==> config.mk <==
export PLATFORM = sky130hd
export DESIGN_NAME = mux_sync_tx
export DESIGN_NICKNAME = d
export VERILOG_FILES = /design/src/rtl/mux_sync_tx.sv
export SDC_FILE = /design/constraint.sdc
export NUM_CORES = 1
export LEC_CHECK = 0
export CORE_ASPECT_RATIO = 1.1
export CORE_UTILIZATION = 35
export DETAILED_ROUTE_END_ITERATION = 7
export PLACE_DENSITY = 0.74
export SLEW_MARGIN = 15
export SYNTH_ARGS = -nofsm -noshare
export SYNTH_HDL_FRONTEND = slang
export SYNTH_SLANG_ARGS = --single-unit
export TNS_END_PERCENT = 100
==> constraint.sdc <==
create_clock -name clk_i -period 1.53 [get_ports clk_i]
set_clock_uncertainty 0.1 [all_clocks]
set_input_delay 0.306 -clock clk_i [delete_from_list [all_inputs] [get_ports clk_i]]
set_output_delay 0.306 -clock clk_i [all_outputs]
set_load 0.01 [all_outputs]
==> src/rtl/mux_sync_tx.sv <==
// mux_sync_tx: source-domain launch controller for the mux_synchronizer path.
// Accepts one word on a valid/ready stream, holds it on data_o and raises a
// four-phase request level (en_o). The destination acknowledge is brought in
// through a local synchronizer chain and closes the handshake.
// Optional feature: define MUX_SYNC_TX_TIMEOUT_EN to bound the time spent
// waiting for the acknowledge (TIMEOUT_CYCLES), reported on timeout_o.
module mux_sync_tx #(
   parameter int CHAIN_LENGTH   = 2,
   parameter int DATA_WIDTH     = 32,
   parameter int TIMEOUT_CYCLES = 256
) (
   input  logic                  clk_i,
   input  logic                  reset_i,
   input  logic                  valid_i,
   output logic                  ready_o,
   input  logic [DATA_WIDTH-1:0] data_i,
   output logic                  en_o,
   output logic [DATA_WIDTH-1:0] data_o,
   input  logic                  ack_i,
   output logic                  busy_o,
   output logic                  timeout_o
);

   typedef enum logic [1:0] {
      S_IDLE = 2'd0,
      S_REQ  = 2'd1,
      S_REL  = 2'd2
   } state_t;

   // Reject illegal parameterizations at elaboration time.
   if (CHAIN_LENGTH < 2 || TIMEOUT_CYCLES < 1) begin : g_bad_param
      $error("mux_sync_tx: CHAIN_LENGTH must be >= 2 and TIMEOUT_CYCLES >= 1");
   end

   state_t                  r_state;
   state_t                  w_state_nxt;
   logic [CHAIN_LENGTH-1:0] r_ack_sync;
   logic                    w_ack_s;
   logic                    w_accept;
   logic                    w_timeout_hit;

   // Acknowledge synchronizer; only the last stage is ever used for decisions.
   always_ff @(posedge clk_i) begin
      if (reset_i) r_ack_sync <= '0;
      else         r_ack_sync <= {r_ack_sync[CHAIN_LENGTH-2:0], ack_i};
   end

   assign w_ack_s = r_ack_sync[CHAIN_LENGTH-1];

   // A stale high ack in IDLE blocks acceptance so the next request cannot
   // be mistaken as already acknowledged.
   assign ready_o  = !reset_i && (r_state == S_IDLE) && !w_ack_s;
   assign w_accept = valid_i && ready_o;

`ifdef MUX_SYNC_TX_TIMEOUT_EN
   localparam int TW = $clog2(TIMEOUT_CYCLES + 1);

   logic [TW-1:0] r_to_cnt;
   logic          r_timeout;

   // Limit is reached on the edge where the count would become TIMEOUT_CYCLES;
   // an ack seen in the same cycle takes priority.
   assign w_timeout_hit = (r_state == S_REQ) && !w_ack_s &&
                          (r_to_cnt == TW'(TIMEOUT_CYCLES - 1));

   // Count REQ cycles without ack; restarts on every accept.
   always_ff @(posedge clk_i) begin
      if (reset_i)                         r_to_cnt <= '0;
      else if (w_accept)                   r_to_cnt <= '0;
      else if (r_state == S_REQ && !w_ack_s) r_to_cnt <= r_to_cnt + 1'b1;
   end

   // One-cycle timeout pulse.
   always_ff @(posedge clk_i) begin
      if (reset_i) r_timeout <= 1'b0;
      else         r_timeout <= w_timeout_hit;
   end

   assign timeout_o = r_timeout;
`else
   assign w_timeout_hit = 1'b0;
   assign timeout_o     = 1'b0;
`endif

   // State register.
   always_ff @(posedge clk_i) begin
      if (reset_i) r_state <= S_IDLE;
      else         r_state <= w_state_nxt;
   end

   // Next-state logic for the four-phase handshake.
   always_comb begin
      w_state_nxt = r_state;
      case (r_state)
         S_IDLE:  if (w_accept)           w_state_nxt = S_REQ;
         S_REQ:   if (w_ack_s)            w_state_nxt = S_REL;
                  else if (w_timeout_hit) w_state_nxt = S_REL;
         S_REL:   if (!w_ack_s)           w_state_nxt = S_IDLE;
         default:                         w_state_nxt = S_IDLE;
      endcase
   end

   // Registered outputs follow the next state so they line up with r_state.
   always_ff @(posedge clk_i) begin
      if (reset_i) begin
         en_o   <= 1'b0;
         busy_o <= 1'b0;
      end else begin
         en_o   <= (w_state_nxt == S_REQ);
         busy_o <= (w_state_nxt != S_IDLE);
      end
   end

   // Payload is captured only on accept and held until the next one.
   always_ff @(posedge clk_i) begin
      if (reset_i)       data_o <= '0;
      else if (w_accept) data_o <= data_i;
   end

endmodule

### Word-level counts from Yosys, hierarchy flattened

Cells that the tools add are included.

* register bits: 38
* input bits: 36
* word-level logic and storage cells: 19

* eq/ne operators: 3
* mux-type cells: 4
* reduce and logical (&&, ||, !) cells: 7

Operators by type and width (number)
* $mux 2: 3
* $pmux 2 s3: 1
* $eq 2x1->1 const B: 2
* $logic_and 1x1->1: 3
* $eq 2x2->1 const B: 1
* $logic_not 1->1: 2
* $logic_not 2->1: 1
* $reduce_bool 2->1: 1

### Depth between registers and ports, before layout

Gate-level depths: netlist (run 1).

* word-level depth: 7
* mapped depth: 5
* depth with buffers taken out: 4

### Worst setup path before layout (run 1)

Ideal clock, no wire load.

* path type: flip-flop to output port
* start: reg r_state[1]
* end: out ready_o
* arrival time: 1126 ps
* slack: -2 ps
* stages on the path, launching flop included: 4
* path through: dfxtp_1 or4_4 inv_6 buf_8

* longest elaborated chain between the ends: 3

RTL lines
* start: declaration: line 35 `state_t r_state;`
* start signal: assignment: line 88 `else r_state <= w_state_nxt;`
* $logic_not 2->1: line 52 `assign ready_o = !reset_i && (r_state == S_IDLE) && !w_ack_s;`
* $logic_and 1x1->1 (2 in a row): line 52
* end: declaration: line 15 `output logic ready_o,`

No other way between the ends.

### Worst setup path after layout (run 1)

* start: reg r_ack_sync[1]
* end: out ready_o

* longest elaborated chain between the ends: 2

RTL lines
* start: declaration: line 37 `logic [CHAIN_LENGTH-1:0] r_ack_sync;`
* start signal: assignment: line 45 `else r_ack_sync <= {r_ack_sync[CHAIN_LENGTH-2:0], ack_i};`
* $logic_not 1->1
* $logic_and 1x1->1: line 52

No other way between the ends.

==> summary.txt, run 1 <==
Global route
  – Largest net degree at the start of global routing: 38
  – Via count of the first global-routing pass: 1320
  – Initial antenna violation count: 0
  – Global-route wire length before repair: 6040 um
  – Aggregate global routing overflow: 0
  – Gr usage total: 0.177

Detailed routing
  – Total length of routed wires: 3650 um
  – Iter 0 DRT Violations: 91
  – Metal1 wirelength: 1640 um
  – WL met3: 243 um
  – Top Metal Used: met4
  – Vias: 1410
  – Number of DRC violations after detailed routing: 0
  – Routed len/inst: 12.8 um
  – DR vias/cell: 4.95
  – Initial DRT Pass Iterations: 4
  – Met2 wire length: 1700 um
  – Count of nets left with antenna violations after detail routing: 0

Floorplanning
  – Die outline area: 4390 um2
  – I/O pin cnt: 72
  – Die width: 63.2 um
  – Site row count: 24
  – DIE HEIGHT: 69.4 um
  – Effective utilization at floorplan: 0.364
  – Area of the core region: 3960 um2

Synth
  – Portion of synthesized cell area occupied by the leading cell type: 0.527
  – Average cell area after synthesis: 8.80 um2
  – Synth area leaders: sky130_fd_sc_hd__dfxtp_1, sky130_fd_sc_hd__a21oi_1, sky130_fd_sc_hd__nand3_1
  – Post-synth top area cell: sky130_fd_sc_hd__dfxtp_1
  – Synthesized Nets: 200
  – Share of synthesized area occupied by flip-flops and latches: 0.527
  – Combined area of all synthesized cells: 1440 um2
  – Post-synthesis cell count: 164
  – Warnings, synthesis: 0
  – Flip-flop and latch count after synthesis: 38
  – Number of distinct library cell variants in the gate-level netlist after synthesis: 22

CTS
  – Number of post-CTS setup repair buffers: 0
  – Buffer depth of the longest clock path: 2
  – TritonCTS clock tree: yes
  – Register clock-pin slew on the reported worst setup and hold paths: 0.07 ns
  – Clock insertion delay at the later pin of the skew report: 0.29 ns
  – Clock Root Buffer: sky130_fd_sc_hd__clkbuf_8
  – Number of sinks on the clock net: 38
  – Number of buffers inserted for hold repair after clock tree synthesis: 0
  – Clock H-tree levels: 2
  – Number of buffers created by CTS: 5

Power
  – Design Power: 2100 uW
  – Peak ir drop on the vdd network: 524 uV
  – Leakage Power: 0.000929 uW
  – Power per unit of standard cell area: 952 nW/um2

Final layout
  – Final Util: 0.557
  – Number of antenna diodes: 0
  – Most frequent standard cell in the layout excluding fill and tap cells: sky130_fd_sc_hd__dfxtp_1
  – Share of final-layout standard cells stronger than drive strength 1: 0.0901
  – Leading cell types in the layout, fill and taps excluded: sky130_fd_sc_hd__dfxtp_1, sky130_fd_sc_hd__dlygate4sd2_1, sky130_fd_sc_hd__clkdlybuf4s50_1, sky130_fd_sc_hd__nand3_1, sky130_fd_sc_hd__a21oi_1
  – Post-layout nets: 268
  – Area added between synthesis and finish: 52.8%
  – Fin cells: 285

Timing
  – Final number of hold-violating endpoints: 0
  – Rel. slew slack: 0.649
  – Period Utilization, post-route: 1.13
  – Count of endpoints failing setup in the final report: 33
  – Min Tclk post-route: 1.73 ns
  – Maximum operating frequency: 0.578 GHz
  – Tightest Pin Transition: 0.525 ns
  – Number of slew-limit violations in the final report: 0
  – Setup repair after global routing missed its margin: yes
  – Smallest hold slack: 0.358 ns
  – Post-route worst setup slack: -0.201 ns
  – Fin Setup TNS: -2.76 ns

Worst setup path
  – Largest stage delay on the critical path: 0.56 ns
  – Type of destination of the critical path: output pin
  – Launch point of the worst path: r_ack_sync[1]
  – Arrival time at the worst endpoint: 1.33 ns
  – Crit path launch type: register
  – Worst-path cell chain: or4_4 > clkinv_4 > buf_6
  – Critical path class: register to output pin
  – CP required: 1.12 ns
  – Crit Path Max Fanout: 2
  – Cell type of the slowest stage on the worst timing path: sky130_fd_sc_hd__or4_4
  – Startpoint of the worst-slack reg-to-reg timing path: r_ack_sync[1]

Run status
  – Run status: complete, but fails checks
  – Violated checks: negative setup slack

Worst hold path
  – Min-Delay Startpoint: r_ack_sync[0]
  – Class of the tightest hold or removal check: register to register

Placed design
  – Detailed placement HPWL: 2270 um
  – Buffers on Ports: 70
  – Final estimated routing congestion in global placement: 0.694
  – Cell count after placement: 277

Job
  – Total of max-cap violations: 0
==> flip-flops by register name, indices dropped and copies added (netlist names) <==
| signal | flops |
|---|---|
| r_state | 2 |
| data_o | 32 |
| r_ack_sync | 2 |
| en_o | 1 |
| busy_o | 1 |
==> report_power, final <==
group / leakage, uW / switching [uW] / total [uW] / internal [uW]
registers: 0.000310 / 17.2 / 1050 / 1030
clock network: 0.0000482 / 347 / 711 / 364
logic: 0.000570 / 163 / 337 / 174
total: 0.000929 / 527 / 2100 / 1570
==> Yosys cell counts (all sizes together) <==
cell type	n
or2	1
nand3	32
inv	2
a21oi	32
nor3b	1
conb	1
nor2b	2
o21ai	32
or4	1
clkbuf	9
dfxtp	38
nor4	2
buf	9
nor2	1
xnor2	1
==> worst max-delay path: cells and delay by family (launching register included) <==
kind                   cells  cell delay [ns]
and+or+nand+nor            1             0.56
DFF                        1             0.32
buffers and inverters      2             0.16
==> metrics by stage <==
stage	area, um2	setup slack [ns]
final	2210	-0.201
after detailed placement	2150	-0.787
after global routing	2210	-0.239
after global placement	2150	-0.789
after CTS	2200	-0.221
after floorplan	1440	0.0207
==> cell type report <==
class	instances	area, um2
fillers	405	1760
flip-flops and latches	38	761
repair buffers	79	729
multi-input cells	106	547
clock buffers	7	86.3
well taps	52	65.1
inverters	2	12.5
clock inverters	1	5.00
==> repair_timing <==
| action | CTS | global route |
|---|---|---|
| pin swaps | 1 | 1 |
| setup endpoints to repair | 67 | 33 |
| resized for setup | 40 | 4 |
==> layer usage <==
| layer | GRT usage | up-vias |
|---|---|---|
| li1 | - | 712 |
| met1 | 0.209 | 649 |
| met2 | 0.283 | 42 |
| met3 | 0.0707 | 7 |
| met4 | 0.0758 | 0 |
| met5 | 0 | - |
==> path summary, 6_finish.rpt <==
path / to / slack, ns / cells after the start
min reg2reg: r_ack_sync[1] / 0.36 / 1
max reg2reg: data_o[15] / -0.13 / 4
min: r_ack_sync[1] / 0.36 / 1
max: ready_o / -0.20 / 3
==> logic make-up (layout without fill, tap and decap cells) <==
family,after synthesis,in the layout,synth area share
other cells,1,1,0.00260
buf+inv,20,89,0.0944
compound gates,64,64,0.222
flops,38,38,0.527
simple gates,40,40,0.148
xor+xnor,1,1,0.00607
Note: power is estimated with default switching activity, not from simulation.
==> inputs of run 2 (changes only) <==
CTS_CLUSTER_SIZE = 20   (was not set)
==> results of run 2 <==
Final layout, timing and power as in run 1 (identical DEF).
==> inputs of run 3 (changes only) <==
ABC_AREA = 1   (was not set)
CORE_UTILIZATION = 39   (was 35)
PLACE_DENSITY = 0.75   (was 0.74)
==> summary.txt, run 3 <==
Detailed routing
  – Total length of routed wires: 4180 um (was 3650 um)
  – Routed len/inst: 9.80 um (was 12.8 um)
  – Count of nets left with antenna violations after detail routing: 0 (unchanged)
  – Number of DRC violations after detailed routing: 0 (unchanged)
  – Initial DRT Pass Iterations: 4 (unchanged)
  – DR vias/cell: 4.31 (was 4.95)
  – Iter 0 DRT Violations: 48 (was 91)
  – Vias: 1838 (was 1410)

Run status
  – Run status: finished clean (was complete, but fails checks)

Worst setup path
  – Worst-path cell chain: nor2_4 > inv_1 > nor3_2 > buf_2 (was or4_4 > clkinv_4 > buf_6)
  – Crit Path Max Fanout: 2 (unchanged)
  – Combined buffer and inverter count along the critical path: 2 (unchanged)
  – Arrival time at the worst endpoint: 1.07 ns (was 1.33 ns)
  – CP required: 1.12 ns (about the same)
  – Cell type of the slowest stage on the worst timing path: sky130_fd_sc_hd__dfxtp_1 (was sky130_fd_sc_hd__or4_4)
  – Type of destination of the critical path: output pin (unchanged)
  – Crit path launch type: register (unchanged)
  – Largest delay contributor family on the critical path: flip-flops (was simple AND/OR/NAND/NOR gates)
  – Largest stage delay on the critical path: 0.34 ns (was 0.56 ns)
  – Critical path class: register to output pin (unchanged)

CTS
  – Number of sinks on the clock net: 38 (unchanged)
  – Clock Root Buffer: sky130_fd_sc_hd__clkbuf_8 (unchanged)
  – Number of post-CTS setup repair buffers: 0 (unchanged)
  – TritonCTS clock tree: yes (unchanged)
  – Register clock-pin slew on the reported worst setup and hold paths: 0.08 ns (was 0.07 ns)
  – Clock insertion delay at the later pin of the skew report: 0.28 ns (was 0.29 ns)
  – Number of buffers created by CTS: 5 (unchanged)
  – Number of buffers inserted for hold repair after clock tree synthesis: 0 (unchanged)
  – Clock H-tree levels: 2 (unchanged)
  – Buffer depth of the longest clock path: 2 (unchanged)

Timing
  – Final number of hold-violating endpoints: 0 (unchanged)
  – Fin Setup TNS: 0 ns (was -2.76 ns)
  – Number of slew-limit violations in the final report: 0 (unchanged)
  – Period Utilization, post-route: 0.967 (was 1.13)
  – Min Tclk post-route: 1.48 ns (was 1.73 ns)
  – Maximum operating frequency: 0.676 GHz (was 0.578 GHz)
  – Count of endpoints failing setup in the final report: 0 (was 33)
  – Smallest hold slack: 0.309 ns (was 0.358 ns)

Final layout
  – Area added between synthesis and finish: 47.5% (was 52.8%)
  – Final Util: 0.596 (was 0.557)
  – Leading cell types in the layout, fill and taps excluded: sky130_fd_sc_hd__inv_1, sky130_fd_sc_hd__nand2_1, sky130_fd_sc_hd__dfxtp_1, sky130_fd_sc_hd__clkdlybuf4s50_1 (was sky130_fd_sc_hd__dfxtp_1, sky130_fd_sc_hd__dlygate4sd2_1, sky130_fd_sc_hd__clkdlybuf4s50_1, sky130_fd_sc_hd__nand3_1, sky130_fd_sc_hd__a21oi_1)
  – Reg area: 761 um2 (unchanged)
  – Number of antenna diodes: 0 (unchanged)
  – Total area of multi-input combinational cells: 652 um2 (was 547 um2)
  – Share of final-layout standard cells stronger than drive strength 1: 0.0676 (was 0.0901)
  – Biggest register: data_o (unchanged)
  – Most frequent standard cell in the layout excluding fill and tap cells: sky130_fd_sc_hd__inv_1 (was sky130_fd_sc_hd__dfxtp_1)
  – Post-layout nets: 405 (was 268)
  – Largest registers: data_o: 32 flops, r_ack_sync: 2 flops, r_state: 2 flops (unchanged)
  – Fin cells: 426 (was 285)
  – Max reg flops: 32 (unchanged)
  – Filler Cells Inserted: 443 (was 405)

Synth
  – Combined area of all synthesized cells: 1870 um2 (was 1440 um2)
  – Number of enable-type register cells in the synthesized netlist: 0 (unchanged)
  – Share of synthesized area occupied by flip-flops and latches: 0.408 (was 0.527)
  – Flip-flop and latch count after synthesis: 38 (unchanged)
  – Post-synth top area cell: sky130_fd_sc_hd__dfxtp_1 (unchanged)
  – Number of distinct library cell variants in the gate-level netlist after synthesis: 15 (was 22)
  – Portion of synthesized cell area occupied by the leading cell type: 0.408 (was 0.527)
  – Synthesized Nets: 333 (was 200)
  – Synth area leaders: sky130_fd_sc_hd__dfxtp_1, sky130_fd_sc_hd__inv_1, sky130_fd_sc_hd__nand2_1 (was sky130_fd_sc_hd__dfxtp_1, sky130_fd_sc_hd__a21oi_1, sky130_fd_sc_hd__nand3_1)
  – Warnings, synthesis: 0 (unchanged)
  – Post-synthesis cell count: 297 (was 164)
  – Most used standard cells in the synthesized netlist: sky130_fd_sc_hd__inv_1, sky130_fd_sc_hd__nand2_1, sky130_fd_sc_hd__dfxtp_1 (was sky130_fd_sc_hd__dfxtp_1, sky130_fd_sc_hd__a21oi_1, sky130_fd_sc_hd__nand3_1)
  – Average cell area after synthesis: 6.29 um2 (was 8.80 um2)
  – Post-synth ARST share: 0 (unchanged)
  – Cell with the most instances after synthesis: sky130_fd_sc_hd__inv_1 (was sky130_fd_sc_hd__dfxtp_1)
  – Leading register cell type out of synthesis: sky130_fd_sc_hd__dfxtp_1 (unchanged)

Power
  – Peak ir drop on the vdd network: 475 uV (was 524 uV)
  – Power per unit of standard cell area: 868 nW/um2 (was 952 nW/um2)
  – Leakage Power: 0.00160 uW (was 0.000929 uW)

Floorplanning
  – Area of the core region: 4620 um2 (was 3960 um2)
  – Site row count: 26 (was 24)
  – Die outline area: 5070 um2 (was 4390 um2)
  – Die width: 68.0 um (was 63.2 um)
  – DIE HEIGHT: 74.6 um (was 69.4 um)
  – Effective utilization at floorplan: 0.404 (was 0.364)
  – I/O pin cnt: 72 (unchanged)

Placed design
  – Final estimated routing congestion in global placement: 0.717 (was 0.694)
  – Cell count after placement: 418 (was 277)
  – Buffers on Ports: 70 (unchanged)
  – Detailed placement HPWL: 2920 um (was 2270 um)

Global route
  – Global-route wire length before repair: 6530 um (was 6040 um)
  – Gr usage total: 0.172 (was 0.177)
  – Via count of the first global-routing pass: 1590 (was 1320)
  – Initial antenna violation count: 0 (unchanged)
  – Largest net degree at the start of global routing: 34 (was 38)
  – Aggregate global routing overflow: 0 (unchanged)

Worst hold path
  – Class of the tightest hold or removal check: register to register (unchanged)

Job
  – Total of max-cap violations: 0 (unchanged)
-- run 3: cell types whose count changed after synthesis, moves of 9 or more --
| cell | change |
|---|---|
| sky130_fd_sc_hd__inv_1 | +101 |
| sky130_fd_sc_hd__a21oi_1 | -32 |
| sky130_fd_sc_hd__nand4_1 | +33 |
| sky130_fd_sc_hd__buf_2 | +9 |
| sky130_fd_sc_hd__nor2_1 | +33 |
| sky130_fd_sc_hd__nand3_1 | -31 |
| sky130_fd_sc_hd__o21ai_1 | -10 |
| sky130_fd_sc_hd__nand2_1 | +67 |
| sky130_fd_sc_hd__o21ai_0 | -22 |
-- run 3: area by class of cell --
type / count / area share
clock buffer: 6 / 0.0300
clock inverter: 2 / 0.00454
inverter: 101 / 0.138
multi-input combinational: 141 / 0.237
sequential: 38 / 0.276
tap: 56 / 0.0254
timing repair buffer: 82 / 0.289
-- run 3: kinds of logic after synthesis --
| kind of cell | synth area share |
|---|---|
| AND/OR/NAND/NOR | 0.345 |
| flip-flops | 0.408 |
| other | 0.00201 |
| buffers and inverters | 0.246 |
-- run 3: routing by layer --
| metal | GRT usage | up-vias | wire length, um |
|---|---|---|---|
| li1 | - | 990 | - |
| met1 | 0.194 | 798 | 1870 |
| met4 | 0.0764 | 0 | 53 |
| met2 | 0.306 | 43 | 2080 |
| met3 | 0.0368 | 7 | 181 |
| met5 | 0 | - | 0 |
-- run 3: power breakdown --
part / switching [uW] / total, uW / internal [uW]
registers: 35.7 / 1100 / 1060
logic: 294 / 576 / 282
clock network: 351 / 714 / 362
total: 681 / 2390 / 1710
-- run 3: what timing repair did --
| action | CTS | global route |
|---|---|---|
| cloned | 0 | 0 |
| resized for setup | 38 | 2 |
| endpoints found under the setup margin | 35 | 23 |
-- run 3: stage by stage --
step           area, um2  power (uW)  worst slack [ns]
6_report            2750        2390            0.0509
5_1_grt             2750        2520           -0.0156
4_1_cts             2750        2410            0.0342
3_5_place_dp        2700        1750            -0.343
3_3_place_gp        2700        1740            -0.334
2_1_floorplan       1870        1430             0.300
-- run 3: worst reg2reg max path, delay by kind of cell (launching register included) --
kind	cells	cell delay (ns)
AND/OR/NAND/NOR	4	0.42
buffers and inverters	3	0.47
flip-flops	1	0.34
-- run 3: final timing paths --
check / startpoint / end / slack, ns / depth (start not counted)
worst max register to register: r_state[1] / data_o[5] / 0.15 / 7
worst min register to register: r_ack_sync[0] / r_ack_sync[1] / 0.31 / 2
worst min-delay path: r_ack_sync[0] / r_ack_sync[1] / 0.31 / 2
worst max-delay path: r_state[1] / ready_o / 0.05 / 4
